==> config.mk <==
export PLATFORM = sky130hd
export DESIGN_NAME = hash_uut_sequencer
export DESIGN_NICKNAME = d
export VERILOG_FILES = /design/src/rtl/hash_uut_sequencer.sv
export SDC_FILE = /design/constraint.sdc
export NUM_CORES = 1
export LEC_CHECK = 0
export BUFFER_PORTS_ARGS = -buffer_cell sky130_fd_sc_hd__buf_4
export CORE_AREA = 2 2 280 282
export DETAILED_ROUTE_END_ITERATION = 8
export DIE_AREA = 0 0 282 284
export GPL_ROUTABILITY_DRIVEN = 0
export PLACE_DENSITY = 0.52
export SETUP_SLACK_MARGIN = 0.05
export SYNTH_ARGS = -nofsm -noshare
export SYNTH_HDL_FRONTEND = slang
export SYNTH_SLANG_ARGS = --single-unit
==> constraint.sdc <==
create_clock -name clk -period 2.8 [get_ports clk]
set_input_delay 0.56 -clock clk [delete_from_list [all_inputs] [get_ports clk]]
set_output_delay 0.56 -clock clk [all_outputs]
set_load 0.01 [all_outputs]
==> src/rtl/hash_uut_sequencer.sv <==
// Multi-block hash UUT sequencer: feeds blocks, chains digests,
// times each message and checks the final digest.
module hash_uut_sequencer #(
  parameter int DATA_WIDTH     = 64,
  parameter int HASH_WIDTH     = 128,
  parameter int MAX_BLOCKS     = 8,
  parameter int RST_CYCLES     = 2,
  parameter int TIMEOUT_CYCLES = 65535,
  localparam int BW = $clog2(MAX_BLOCKS + 1)
) (
  input  logic                  clk,
  input  logic                  rst,
  input  logic                  start_i,
  input  logic [BW-1:0]         n_blocks_i,
  output logic                  block_req_o,
  input  logic                  block_valid_i,
  input  logic [DATA_WIDTH-1:0] block_data_i,
  input  logic [HASH_WIDTH-1:0] expected_i,
  output logic                  rst_uut_o,
  output logic [DATA_WIDTH-1:0] plaintext_uut_o,
  output logic [HASH_WIDTH-1:0] chain_uut_o,
  input  logic                  end_uut_i,
  input  logic [HASH_WIDTH-1:0] hash_uut_i,
  output logic                  busy_o,
  output logic                  done_o,
  output logic                  pass_o,
  output logic                  timeout_o,
  output logic [HASH_WIDTH-1:0] hash_o,
  output logic [31:0]           cycles_o,
  output logic [31:0]           debug_o
);

  localparam int TW = $clog2(TIMEOUT_CYCLES + 1);
  localparam int RW = $clog2(RST_CYCLES + 1);

  typedef enum logic [2:0] {
    IDLE, FETCH, RSTU, RUN, CAPTURE, CHECK, DONE
  } state_t;

  state_t                state;
  logic [BW-1:0]         idx;
  logic [BW-1:0]         n_r;
  logic [BW-1:0]         n_sat;
  logic [HASH_WIDTH-1:0] exp_r;
  logic [TW-1:0]         bcnt;
  logic [RW-1:0]         rcnt;
  logic [3:0]            idx4;

  always_comb begin
    n_sat = n_blocks_i;
    if (n_blocks_i > BW'(MAX_BLOCKS))
      n_sat = BW'(MAX_BLOCKS);
  end

  assign idx4    = 4'(idx);
  assign debug_o = {pass_o, timeout_o, busy_o, done_o,
                    idx4, cycles_o[23:0]};

  always_ff @(posedge clk) begin
    if (rst) begin
      state           <= IDLE;
      rst_uut_o       <= 1'b1;
      block_req_o     <= 1'b0;
      busy_o          <= 1'b0;
      done_o          <= 1'b0;
      pass_o          <= 1'b0;
      timeout_o       <= 1'b0;
      hash_o          <= '0;
      chain_uut_o     <= '0;
      plaintext_uut_o <= '0;
      cycles_o        <= '0;
      idx             <= '0;
      n_r             <= '0;
      exp_r           <= '0;
      bcnt            <= '0;
      rcnt            <= '0;
    end else begin
      unique case (state)
        IDLE, DONE: begin
          rst_uut_o <= 1'b1;
          if (start_i) begin
            n_r         <= n_sat;
            exp_r       <= expected_i;
            cycles_o    <= '0;
            chain_uut_o <= '0;
            idx         <= '0;
            done_o      <= 1'b0;
            pass_o      <= 1'b0;
            timeout_o   <= 1'b0;
            if (n_sat == '0) begin
              // empty message: immediate failing result
              hash_o <= '0;
              done_o <= 1'b1;
              busy_o <= 1'b0;
              state  <= DONE;
            end else begin
              busy_o      <= 1'b1;
              block_req_o <= 1'b1;
              state       <= FETCH;
            end
          end
        end
        FETCH: begin
          rst_uut_o <= 1'b1;
          if (block_valid_i) begin
            plaintext_uut_o <= block_data_i;
            block_req_o     <= 1'b0;
            rcnt            <= '0;
            state           <= RSTU;
          end
        end
        RSTU: begin
          if (rcnt == RW'(RST_CYCLES - 1)) begin
            rst_uut_o <= 1'b0;
            bcnt      <= '0;
            state     <= RUN;
          end else begin
            rcnt <= rcnt + RW'(1);
          end
        end
        RUN: begin
          bcnt <= bcnt + TW'(1);
          if (cycles_o != '1)
            cycles_o <= cycles_o + 32'd1;
          // end takes precedence over a coincident timeout
          if (end_uut_i) begin
            rst_uut_o <= 1'b1;
            state     <= CAPTURE;
          end else if (bcnt == TW'(TIMEOUT_CYCLES - 1)) begin
            rst_uut_o <= 1'b1;
            timeout_o <= 1'b1;
            pass_o    <= 1'b0;
            done_o    <= 1'b1;
            busy_o    <= 1'b0;
            state     <= DONE;
          end
        end
        CAPTURE: begin
          hash_o      <= hash_uut_i;
          chain_uut_o <= hash_uut_i;
          idx         <= idx + BW'(1);
          if (idx + BW'(1) == n_r) begin
            state <= CHECK;
          end else begin
            block_req_o <= 1'b1;
            state       <= FETCH;
          end
        end
        CHECK: begin
          pass_o <= (hash_o == exp_r);
          done_o <= 1'b1;
          busy_o <= 1'b0;
          state  <= DONE;
        end
        default: state <= IDLE;
      endcase
    end
  end

endmodule

==> run_results.csv <==
group,metric,value,unit
timing,hold_ws,0.183,ns
detailed_routing,wl,85500,um
clocking,cts-buffers-inserted,59,
die,std_cell_rows,102,
setup_path,crit_arrival,3.07,ns
layout,layout.nets,3439,
detailed_routing,via_per_inst,4.50,
power,ir_worst_vdd,0.522,mV
global_route,grtUsageTotal,20.5,%
detailed_routing,num_vias,18890,
synthesis,synth_area_leaders,"dfxtp_1, nand2_1, a21oi_1",
layout,area_growth,43.2,%
layout,postLayoutCellArea,28500,sq um
global_route,grt.overflow.total,0,
setup_path,crit_path_max_fanout,12,
global_route,grt_pass1_vias,18267,
detailed_routing,drcViolationCount,0,
detailed_routing,ant_nets,0,
setup_path,critical_path.startpoint,"state[0]",
die,die_w,282,um
layout,regArea,10300,sq um
synthesis,yosys.area.top_type,"dfxtp_1",
clocking,cts_setup_buffers,0,
synthesis,syn-num-nets,2786,
synthesis,syn_avg_cell_area,8.11,sq um
die,coreArea,77000,sq um
synthesis,ys_types,60,
placed_design,place_area,26400,sq um
synthesis,synth_edf_count,0,
timing,maxSlewViolCount,0,
synthesis,synth_seq_cells,515,
die,die_area,80100,sq um
synthesis,netlist_area,19900,sq um
timing,clock_skew,0.0155,ns
placed_design,port_buffers,718,
layout,fillers,8210,
setup_path,cpPeakStageDelay,0.63,ns
synthesis,yosys_warnings,0,
timing,finalHoldViolCount,0,
global_route,grt_pass1_wl,122000,um
setup_path,path_class,"flip-flop to flip-flop",
placed_design,hpwl,64300,um
detailed_routing,drt_iter0_markers,1116,
layout,drive_above_1_share,28.5,%
timing,setup-tns-final,0,ns
global_route,grt_antenna_before_repair,14,
setup_path,required,3.36,ns
clocking,cts_root_buf,"clkbuf_16",
power,p_leak,11.4,nW
setup_path,r2r-start,"state[0]",
min_path,min-delay-start,"expected_i[17]",
synthesis,yosysSeqAreaShare,51.9,%
setup_path,crit_chain,"clkinvlp_4, nor4_2, buf_4, nand4_1, or4_1, nand2_1",
outcome,status,"complete, no violations",
timing,fin_crit,2.51,ns
timing,max_clock_freq,398,MHz
synthesis,ys.flop_type,"dfxtp_1",
clocking,clkTransAtPathRegs,0.06,ns
setup_path,r2r_cells,6,
die,start_util,25.8,%
setup_path,worstSetupStartpointType,"flip-flop",
timing,rsz0062_at_grt,"false",
detailed_routing,dr.pass1.iters,5,
min_path,whs_path_depth,3,
synthesis,yosysTopAreaCellShare,51.9,%
power,power_density,830,nW/um^2
clocking,cts_tree,"yes",
timing,setup_viol,0,
global_route,grt_max_degree,150,
timing,relSlewSlack,44.0,%
flow_run,cap_violations,0,
clocking,clock-sinks,515,
clocking,clockBufferDepth,3,
synthesis,async_reset_ff_share,0,%
synthesis,synthCells,2452,
timing,final.period_utilization,89.7,%
timing,worstMarginPinSlew,0.837,ns
clocking,h-tree-depth,2,
detailed_routing,post_drt_wl_per_cell,20.4,um
setup_path,end_kind,"flip-flop",
min_path,hp-class,"primary input to flip-flop",
layout,multi_input_area,8710,sq um
setup_path,crit_path_top_delay_cell,"dfxtp_1",
clocking,clkLatencyLatePin,0.62,ns
die,io_pins,719,
die,die_h,284,um
==> cell type report <==
cell class | count | area share (%)
flip-flops and latches | 515 | 36.2
diodes | 9 | 0.0791
repair buffers | 775 | 21.2
clock inverters | 19 | 0.861
inverters | 22 | 0.303
clock buffers | 87 | 6.16
well taps | 1040 | 4.57
multi-input cells | 1732 | 30.6
==> placed cells by master (no fill, tap or decap), types with 14 or more instances in the layout <==
master / instances
buf_12: 18
clkbuf_8: 15
nand3_1: 27
nor3_1: 14
buf_4: 756
a21oi_1: 476
nor2_1: 66
nor4_1: 18
nand4_1: 44
dfxtp_1: 515
xnor2_1: 111
clkbuf_16: 60
nand2_1: 807
xor2_1: 36
inv_1: 21
==> cells in the mapped netlist, types with 4 or more instances <==
cell and number:
a21oi_1 476, a221oi_1 4, a311oi_1 4, a31oi_1 4, and3_1 6, and4_1 7
buf_1 6, buf_2 41, buf_4 30, clkbuf_1 104, dfxtp_1 515, ha_1 5
inv_1 21, nand2_1 809, nand2b_1 7, nand3_1 28, nand3b_1 6, nand4_1 44
nor2_1 67, nor2b_1 8, nor3_1 15, nor4_1 20, o21ai_0 11, o22ai_1 4
or3_1 6, xnor2_1 113, xor2_1 36
==> flip-flops by register name (all words and copies together) (netlist names), 4 cells and up <==
name	count
bcnt	16
chain_uut_o	128
plaintext_uut_o	64
n_r	4
exp_r	128
idx	4
cycles_o	32
hash_o	128
==> report_power, final <==
part	switching (W)	internal [W]	total [W]	leakage, nW
Sequential	0.000712	0.00822	0.00894	4.17
Combinational	0.00416	0.00252	0.00668	6.22
Clock	0.00323	0.00477	0.00801	0.988
Total	0.00811	0.0155	0.0236	11.4
==> logic make-up after synthesis <==
logic type	Yosys count	share of synthesized area [%]
mux	3	0.164
flops	515	51.9
simple gates	1051	22.4
fa+ha+maj	6	0.365
xor+xnor	149	6.56
buf+inv	205	4.77
compound gates	523	13.8
==> timing repair <==
| item | in CTS | in global routing |
|---|---|---|
| pin swaps | 0 | 0 |
| gates cloned | 0 | 0 |
| endpoints found under the setup margin | 1 | 1 |
| resized for setup | 5 | 2 |
| hold buffers | 0 | 0 |
==> metal layers <==
metal / vias up / global-route usage (%) / routed length (um) / share of wire [%]
li1: 9414 / - / - / -
met5: - / 0 / 27 / 0.032
met1: 8812 / 25.8 / 36200 / 42
met4: 4 / 5.65 / 1940 / 2.3
met3: 102 / 5.63 / 6360 / 7.4
met2: 558 / 34.0 / 40900 / 48
==> final timing paths <==
kind,slack (ns),to
setup reg to reg,0.29,pass_o
hold / removal,0.18,exp_r[17]
hold reg to reg,0.45,plaintext_uut_o[11]
setup / recovery,0.29,pass_o
==> stage by stage <==
| stage | util [%] | total power [W] | instances | worst slack, ns |
|---|---|---|---|---|
| final | 37.0 | 0.0236 | 4199 | 0.288 |
| after global routing | 37.0 | 0.0249 | 4197 | 0.0749 |
| after CTS | 37.0 | 0.0241 | 4190 | 0.0943 |
| after detailed placement | 34.3 | 0.0159 | 4084 | -0.232 |
| after global placement | 34.3 | 0.0159 | 4084 | -0.254 |
| after floorplan | - | 0.0124 | 2452 | 0.677 |
==> critical path: cells and delay by family, from the launching register on <==
kind	cells	cell delay, ns
flip-flops	1	0.63
AND/OR/NAND/NOR	4	1.25
buffers and inverters	2	0.58
Note: power is estimated with default switching activity, not from simulation.
